===== src/rtl/pick_angle_finder_pkg.sv =====
// Shared constants, FSM state type and the trig table generator for the pick-angle search.
package pick_pkg;

    localparam int PICK_BASE     = 489;
    localparam int PICK_MAX      = 600;
    localparam int QUARTER_STEPS = 112;
    localparam int SIN_OFFSET    = 112;
    localparam int TRIG_SCALE    = 1000;
    localparam int SEARCH_BITS   = 7;

    typedef enum logic [2:0] {
        ST_IDLE,
        ST_SETUP,
        ST_ISSUE,
        ST_WAIT,
        ST_COMPARE,
        ST_DONE
    } pickState_e;

    // Elaboration-time table value: a<112 gives cos, 112..223 gives sin via cos(90deg - angle).
    function automatic logic [9:0] trigValue(input int addr);
        longint scale;
        longint piFp;
        longint xFp;
        longint term;
        longint sum;
        longint val;
        int     idx;
        scale = longint'(1) << 28;
        piFp  = 64'd843314857;
        if (addr < QUARTER_STEPS) begin
            idx = addr;
        end else if (addr < 2 * QUARTER_STEPS) begin
            idx = 2 * QUARTER_STEPS - addr;
        end else begin
            idx = -1;
        end
        if (idx < 0) begin
            return 10'd0;
        end
        xFp  = longint'(idx) * piFp / longint'(2 * QUARTER_STEPS);
        term = scale;
        sum  = scale;
        for (int n = 1; n <= 8; n++) begin
            term = term * xFp / scale;
            term = term * xFp / scale;
            term = -term / longint'((2 * n - 1) * (2 * n));
            sum  = sum + term;
        end
        val = (sum * longint'(TRIG_SCALE) + scale / 2) / scale;
        if (val < 0) begin
            val = 0;
        end
        return 10'(val);
    endfunction

endpackage


===== src/rtl/pick_angle_finder_if.sv =====
// Request/result bundle between a pick-angle client and the finder.
interface pick_angle_finder_if;

    logic       start;
    logic [9:0] centerX;
    logic [9:0] centerY;
    logic [9:0] PointX;
    logic [9:0] PointY;
    logic       busy;
    logic       done;
    logic [9:0] PickX;
    logic [1:0] quadrant;
    logic       degenerate;

    modport master (
        output start, centerX, centerY, PointX, PointY,
        input  busy, done, PickX, quadrant, degenerate
    );

    modport slave (
        input  start, centerX, centerY, PointX, PointY,
        output busy, done, PickX, quadrant, degenerate
    );

endinterface


===== src/rtl/pick_angle_finder_trig_lut.sv =====
// TrigLUT: quarter-wave cos table (0..111) followed by sin table (112..223), read with fixed latency.
module TrigLUT
    import pick_pkg::*;
#(
    parameter int ROM_LATENCY = 1
) (
    input  logic       CLK,
    input  logic [7:0] addr_i,
    output logic [9:0] q_o
);

    logic [9:0] romTable [256];
    logic [9:0] pipe_q [ROM_LATENCY];

    for (genvar i = 0; i < 256; i++) begin : gRom
        localparam logic [9:0] ENTRY = trigValue(i);
        assign romTable[i] = ENTRY;
    end

    always_ff @(posedge CLK) begin
        pipe_q[0] <= romTable[addr_i];
        for (int i = 1; i < ROM_LATENCY; i++) begin
            pipe_q[i] <= pipe_q[i-1];
        end
    end

    assign q_o = pipe_q[ROM_LATENCY-1];

endmodule


===== src/rtl/pick_angle_finder.sv =====
// Recovers PickX/quadrant from a screen point by a 7-step successive-approximation search
// for the largest angle index k with tan(k) <= dy/dx.
module pick_angle_finder
    import pick_pkg::*;
#(
    parameter int ROM_LATENCY = 1
) (
    input  logic                CLK,
    input  logic                Reset,
    pick_angle_finder_if.slave  bus
);

    localparam int WAIT_W = (ROM_LATENCY > 1) ? $clog2(ROM_LATENCY) : 1;

    pickState_e  state_q, state_d;
    logic [9:0]  dx_q, dx_d;
    logic [9:0]  dy_q, dy_d;
    logic [6:0]  k_q, k_d;
    logic [2:0]  b_q, b_d;
    logic [WAIT_W-1:0] waitCnt_q, waitCnt_d;
    logic [1:0]  quadWork_q, quadWork_d;
    logic        degenWork_q, degenWork_d;
    logic [9:0]  pickX_q, pickX_d;
    logic [1:0]  quadrant_q, quadrant_d;
    logic        degenerate_q, degenerate_d;

    logic [6:0]  cand;
    logic        candValid;
    logic [7:0]  cosAddr;
    logic [7:0]  sinAddr;
    logic [9:0]  cosQ;
    logic [9:0]  sinQ;
    logic [19:0] lhsProd;
    logic [19:0] rhsProd;
    logic        accept;
    logic [6:0]  kNext;

    assign cand      = k_q | (7'd1 << b_q);
    assign candValid = (cand <= 7'(QUARTER_STEPS - 1));
    assign cosAddr   = {1'b0, cand};
    assign sinAddr   = {1'b0, cand} + 8'(SIN_OFFSET);

    TrigLUT #(.ROM_LATENCY(ROM_LATENCY)) uCosLut (
        .CLK    (CLK),
        .addr_i (cosAddr),
        .q_o    (cosQ)
    );

    TrigLUT #(.ROM_LATENCY(ROM_LATENCY)) uSinLut (
        .CLK    (CLK),
        .addr_i (sinAddr),
        .q_o    (sinQ)
    );

    // A zero-length vector would otherwise satisfy every candidate; it must resolve to k=0.
    assign lhsProd = dy_q * cosQ;
    assign rhsProd = dx_q * sinQ;
    assign accept  = candValid && (lhsProd >= rhsProd) && !degenWork_q;
    assign kNext   = accept ? cand : k_q;

    always_comb begin
        state_d      = state_q;
        dx_d         = dx_q;
        dy_d         = dy_q;
        k_d          = k_q;
        b_d          = b_q;
        waitCnt_d    = waitCnt_q;
        quadWork_d   = quadWork_q;
        degenWork_d  = degenWork_q;
        pickX_d      = pickX_q;
        quadrant_d   = quadrant_q;
        degenerate_d = degenerate_q;

        case (state_q)
            ST_IDLE: begin
                if (bus.start) begin
                    state_d = ST_SETUP;
                end
            end
            ST_SETUP: begin
                dx_d        = (bus.PointX >= bus.centerX) ? (bus.PointX - bus.centerX)
                                                          : (bus.centerX - bus.PointX);
                dy_d        = (bus.PointY >= bus.centerY) ? (bus.PointY - bus.centerY)
                                                          : (bus.centerY - bus.PointY);
                quadWork_d  = {bus.PointY < bus.centerY, bus.PointX < bus.centerX};
                degenWork_d = (bus.PointX == bus.centerX) && (bus.PointY == bus.centerY);
                k_d         = 7'd0;
                b_d         = 3'(SEARCH_BITS - 1);
                state_d     = ST_ISSUE;
            end
            ST_ISSUE: begin
                waitCnt_d = '0;
                state_d   = ST_WAIT;
            end
            ST_WAIT: begin
                if (waitCnt_q == WAIT_W'(ROM_LATENCY - 1)) begin
                    state_d = ST_COMPARE;
                end else begin
                    waitCnt_d = waitCnt_q + 1'b1;
                end
            end
            ST_COMPARE: begin
                k_d = kNext;
                if (b_q == 3'd0) begin
                    pickX_d      = 10'(PICK_BASE) + {3'b000, kNext};
                    quadrant_d   = quadWork_q;
                    degenerate_d = degenWork_q;
                    state_d      = ST_DONE;
                end else begin
                    b_d     = b_q - 3'd1;
                    state_d = ST_ISSUE;
                end
            end
            ST_DONE: begin
                state_d = ST_IDLE;
            end
            default: begin
                state_d = ST_IDLE;
            end
        endcase
    end

    always_ff @(posedge CLK) begin
        if (Reset) begin
            state_q      <= ST_IDLE;
            dx_q         <= '0;
            dy_q         <= '0;
            k_q          <= '0;
            b_q          <= '0;
            waitCnt_q    <= '0;
            quadWork_q   <= '0;
            degenWork_q  <= 1'b0;
            pickX_q      <= 10'(PICK_BASE);
            quadrant_q   <= '0;
            degenerate_q <= 1'b0;
        end else begin
            state_q      <= state_d;
            dx_q         <= dx_d;
            dy_q         <= dy_d;
            k_q          <= k_d;
            b_q          <= b_d;
            waitCnt_q    <= waitCnt_d;
            quadWork_q   <= quadWork_d;
            degenWork_q  <= degenWork_d;
            pickX_q      <= pickX_d;
            quadrant_q   <= quadrant_d;
            degenerate_q <= degenerate_d;
        end
    end

    assign bus.busy       = (state_q != ST_IDLE);
    assign bus.done       = (state_q == ST_DONE);
    assign bus.PickX      = pickX_q;
    assign bus.quadrant   = quadrant_q;
    assign bus.degenerate = degenerate_q;

endmodule


===== src/flat_wrapper.sv =====
// flat-port wrapper written by rule: the top's interface ports become plain ports
module pick_angle_finder_flat import pick_pkg::*;
#(
    parameter int ROM_LATENCY = 1
)
  (CLK, Reset, bus_start, bus_centerX, bus_centerY, bus_PointX, bus_PointY, bus_busy, bus_done, bus_PickX, bus_quadrant, bus_degenerate);
  pick_angle_finder_if bus_i ();
  input  logic CLK;
  input  logic Reset;
  input wire logic [$bits(bus_i.start)-1:0] bus_start;
  input wire logic [$bits(bus_i.centerX)-1:0] bus_centerX;
  input wire logic [$bits(bus_i.centerY)-1:0] bus_centerY;
  input wire logic [$bits(bus_i.PointX)-1:0] bus_PointX;
  input wire logic [$bits(bus_i.PointY)-1:0] bus_PointY;
  output wire logic [$bits(bus_i.busy)-1:0] bus_busy;
  output wire logic [$bits(bus_i.done)-1:0] bus_done;
  output wire logic [$bits(bus_i.PickX)-1:0] bus_PickX;
  output wire logic [$bits(bus_i.quadrant)-1:0] bus_quadrant;
  output wire logic [$bits(bus_i.degenerate)-1:0] bus_degenerate;
  assign bus_i.start = bus_start;
  assign bus_i.centerX = bus_centerX;
  assign bus_i.centerY = bus_centerY;
  assign bus_i.PointX = bus_PointX;
  assign bus_i.PointY = bus_PointY;
  assign bus_busy = bus_i.busy;
  assign bus_done = bus_i.done;
  assign bus_PickX = bus_i.PickX;
  assign bus_quadrant = bus_i.quadrant;
  assign bus_degenerate = bus_i.degenerate;
  pick_angle_finder #(.ROM_LATENCY(ROM_LATENCY)) u_core (.CLK(CLK), .Reset(Reset), .bus(bus_i));
endmodule

===== config.mk =====
export PLATFORM = sky130hd
export DESIGN_NAME = pick_angle_finder_flat
export DESIGN_NICKNAME = d
export VERILOG_FILES = /design/src/rtl/pick_angle_finder_pkg.sv /design/src/rtl/pick_angle_finder_if.sv /design/src/rtl/pick_angle_finder_trig_lut.sv /design/src/rtl/pick_angle_finder.sv /design/src/flat_wrapper.sv
export SDC_FILE = /design/constraint.sdc
export NUM_CORES = 1
export LEC_CHECK = 0
export ABC_AREA = 1
export BUFFER_PORTS_ARGS = -buffer_cell sky130_fd_sc_hd__buf_2
export CAP_MARGIN = 20
export CORE_MARGIN = 5
export CORE_UTILIZATION = 45
export CTS_BUF_LIST = sky130_fd_sc_hd__clkbuf_8
export CTS_CLUSTER_DIAMETER = 80
export CTS_CLUSTER_SIZE = 8
export DETAILED_ROUTE_END_ITERATION = 10
export PLACE_DENSITY_LB_ADDON = 0.25
export SLEW_MARGIN = 40
export SYNTH_ARGS = -nofsm -noshare
export SYNTH_HDL_FRONTEND = slang
export SYNTH_SLANG_ARGS = --single-unit

===== constraint.sdc =====
create_clock -name CLK -period 9.8 [get_ports CLK]
set_clock_uncertainty 0.1 [all_clocks]
set_input_delay 0.98 -clock CLK [delete_from_list [all_inputs] [get_ports CLK]]
set_output_delay 0.98 -clock CLK [all_outputs]
set_load 0.005 [all_outputs]

==> summary.md <==
| Metric | Value |
|---|---|
| Peak Freq | 137.5 MHz |
| CTS Root Cell | clkbuf_8 |
| Crit-path slowest cell | dfxtp_1 |
| Synth Flop Type | dfxtp_1 |
| PD cells | about 200 mW/mm2 |
| Largest net degree at the start of global routing | 66 |
| Vias in the first global route | about 14k |
| Rows | 65 |
| Non-Filler Instances | approximately 2.5k |
| Final ANT Viol Nets | 0 |
| Core Region | around 0.031 mm2 |
| Number of enable flip-flop cells after synthesis | 0 |
| Gpl congestion | roughly 0.96 |
| Crit path DAT | between 7000 and 8000 ps |
| H-tree depth | 3 |
| Die Area | 0.03536 mm2 |
| Shortest period the worst path allows | 7274 ps |
| Initial core utilization | roughly 45% |
| RSZ-0062 raised after global routing | false |
| Worst ir drop on vdd | between 100 and 150 uV |
| Area grow syn2layout | 5.220% |
| Cells after Synth | approximately 2.1k |
| Post-Syn Area | between 0.01 and 0.015 mm2 |
| Fin Setup TNS | 0 ps |
| Initial antenna violation count | 1 |
| Routed WL | slightly above 40000 um |
| Post-DP HPWL | about 34000 um |
| DIE WIDTH | about 190 um |
| Residual DRC | 0 |
| Share of cells above drive strength 1 | between 5 and 6% |
| Post-Syn Nets | 2503 |
| Yosys cell types | 52 |
| Setup CP Type | register to register |
| CP most frequent cell | nand2_1 |
| Commonest cells after routing, fill and taps aside | nand2_1 (524), inv_1 (440), ha_1 (190) |
| Final setup vio count | 0 |
| CP bufs+invs | 4 |
| Final #Nets | roughly 2.5k |
| Largest stage delay, worst path | approximately 590 ps |
| Reg clk slew, reported paths | around 90 ps |
| Hold crit path type | register to register |
| Leading cell type in the layout, fill and taps excluded | nand2_1 |
| Routed WL per cell | 16.26 um |
| Crit share post-route | ~74% |
| Number of max-cap violations | 0 |
| Status | finished clean |
| Ys async rst share | 0% |
| Post-CTS Hold Fix Bufs | 0 |
| Seq cells post-synth | slightly below 70 |
| Syn. warnings | 0 |
| Global Route Usage Sum | around a quarter |
| CTS max path bufs | 2 |
| Post-cts resize count | 0 |
| First-pass GRT wire length | between 60000 and 70000 um |
| # clock sinks | 69 |
| Fin. Hold Viols | 0 |
| Top fanout value on the critical path | 11 |
| # IOs | slightly below 60 |
| WHS | 364.9 ps |
| TritonCTS buffer count | 9 |
| Vias/cell | 5.410 |
| Port Buffer Count | 57 |
| Placed insts | between 2k and 3k |
| DR vias | between 10k and 15k |
| Diodes inserted | 0 |
| Overflow after GRT | 0 |
| 1st-pass router iterations | 6 |
| CP startpoint kind | register |
| Sequential area share after synthesis | between 9 and 10% |
| Worst Setup End Kind | register |
| Slew @ Worst Pin | between 800 and 900 ps |
| # Post-CTS Setup Buffers | 0 |
| Worst Path Required | roughly 10000 ps |
| Worst rel slew slack | between 40% and 50% |
| Static Leak | slightly below 0.009 uW |
| Pins Over Slew Limit | 0 |
| CTS tree | built |
| DRT iter0 DRCs | around 1.3k |
| Clock Latency Late Sink | 390 ps |
| Mean post-synth cell area | 6.658 um2 |
| Crit-path leading delay family | adder cells |
| Die Ht | ~190 um |
## Yosys cell counts (all sizes together) (2+ instances only)
cell | number | area (um2)
o31ai | 10 | 75.07
a211oi | 10 | 75.07
o21a | 7 | 52.55
clkbuf | 66 | 247.7
inv | 452 | 1699
o21ai | 140 | 711.9
clkinv | 2 | 7.510
nand4 | 5 | 31.28
a21oi | 142 | 714.4
a31oi | 14 | 87.58
o22ai | 8 | 50.05
nor3 | 18 | 90.09
a21o | 4 | 30.03
fa | 128 | 2562
nor2 | 118 | 467.9
dfxtp | 69 | 1381
xor2 | 34 | 305.3
a221oi | 6 | 52.55
o211ai | 36 | 270.3
nand2 | 533 | 2036
o21bai | 7 | 56.30
o311ai | 3 | 26.28
buf | 27 | 118.9
nor4 | 3 | 18.77
a41oi | 3 | 26.28
xnor2 | 23 | 201.4
a32oi | 2 | 17.52
nand3 | 65 | 325.3
o2111ai | 7 | 61.31
ha | 190 | 2377
## worst reg2reg max path: cells and delay by family, from the launching register on
family	cells	cell delay [ps]
XOR/XNOR	1	140
AO/OA/AOI/OAI	6	1080
adder cells (fa/ha/maj)	7	3130
AND/OR/NAND/NOR	17	1920
flip-flops	1	590
buffers and inverters	4	220
## cells by family (layout without fill, tap and decap cells)
group | Yosys count | count (layout) | synth area share [%]
AOI/OAI and AO/OA | 407 | 407 | 16.67
xor gates and xnor gates | 57 | 57 | 3.553
adders and majority gates | 318 | 318 | 34.63
buffers and inverters | 547 | 539 | 14.54
DFF | 69 | 69 | 9.685
and+or+nand+nor | 744 | 744 | 20.92
## final timing paths
| kind | start | endpoint | slack, ps | depth (start not counted) |
|---|---|---|---|---|
| worst min-delay path | u_core.bus.PickX[7]$_SDFFE_PP1P_ | u_core.bus.PickX[7]$_SDFFE_PP1P_ | 360 | 2 |
| worst min register to register | u_core.bus.PickX[7]$_SDFFE_PP1P_ | u_core.bus.PickX[7]$_SDFFE_PP1P_ | 360 | 2 |
| worst max-delay path | u_core.dy_q[8]$_SDFFE_PP0P_ | u_core.bus.PickX[6]$_SDFFE_PP1P_ | 2530 | 35 |
| worst max register to register | u_core.dy_q[8]$_SDFFE_PP0P_ | u_core.bus.PickX[6]$_SDFFE_PP1P_ | 2530 | 35 |
## layout make-up
| type | count | area (um2) |
|---|---|---|
| Clock buffer | 9 | 123.9 |
| Clock inverter | 7 | 88.84 |
| Fill cell | 3264 | 16390 |
| Inverter | 454 | 1708 |
| Multi-Input combinational cell | 1526 | 10830 |
| Sequential cell | 69 | 1381 |
| Tap cell | 402 | 503.0 |
| Timing Repair Buffer | 69 | 375.4 |
## state kept, by name, indices dropped and copies added, names as in the netlist, 2 cells and up
register and count:
u_core.dy_q 10, u_core.uSinLut.pipe_q 10, u_core.dx_q 10, u_core.bus.PickX 10, u_core.b_q 3, u_core.quadWork_q 2
u_core.state_q 3, u_core.bus.quadrant 2, u_core.k_q 7, u_core.uCosLut.pipe_q 10
## per-stage QoR
step	instance area (um2)	utilization (%)	total power, uW	setup slack, ps
floorplan	14260	-	2111	3215
global placement	14790	47.12	2631	2721
detailed placement	14790	47.13	2671	2587
CTS	15010	47.80	2962	2552
global route	15010	47.80	3333	1888
finish	15010	47.80	2949	2526
## report_power, final
group | internal [uW] | switching [uW] | total (uW)
clock | 125 | 139 | 263
combinational | 838 | 1390 | 2220
sequential | 326 | 136 | 462
## per-layer routing
metal  GRT usage, %  vias up  wire length [um]
li1               -     6702                 -
met1          31.45     6419             18430
met2          37.89      506             18660
met3          4.728       92              2947
met4          7.849        2              1205
met5              0        -                13
(Power assumes the default switching activity.)
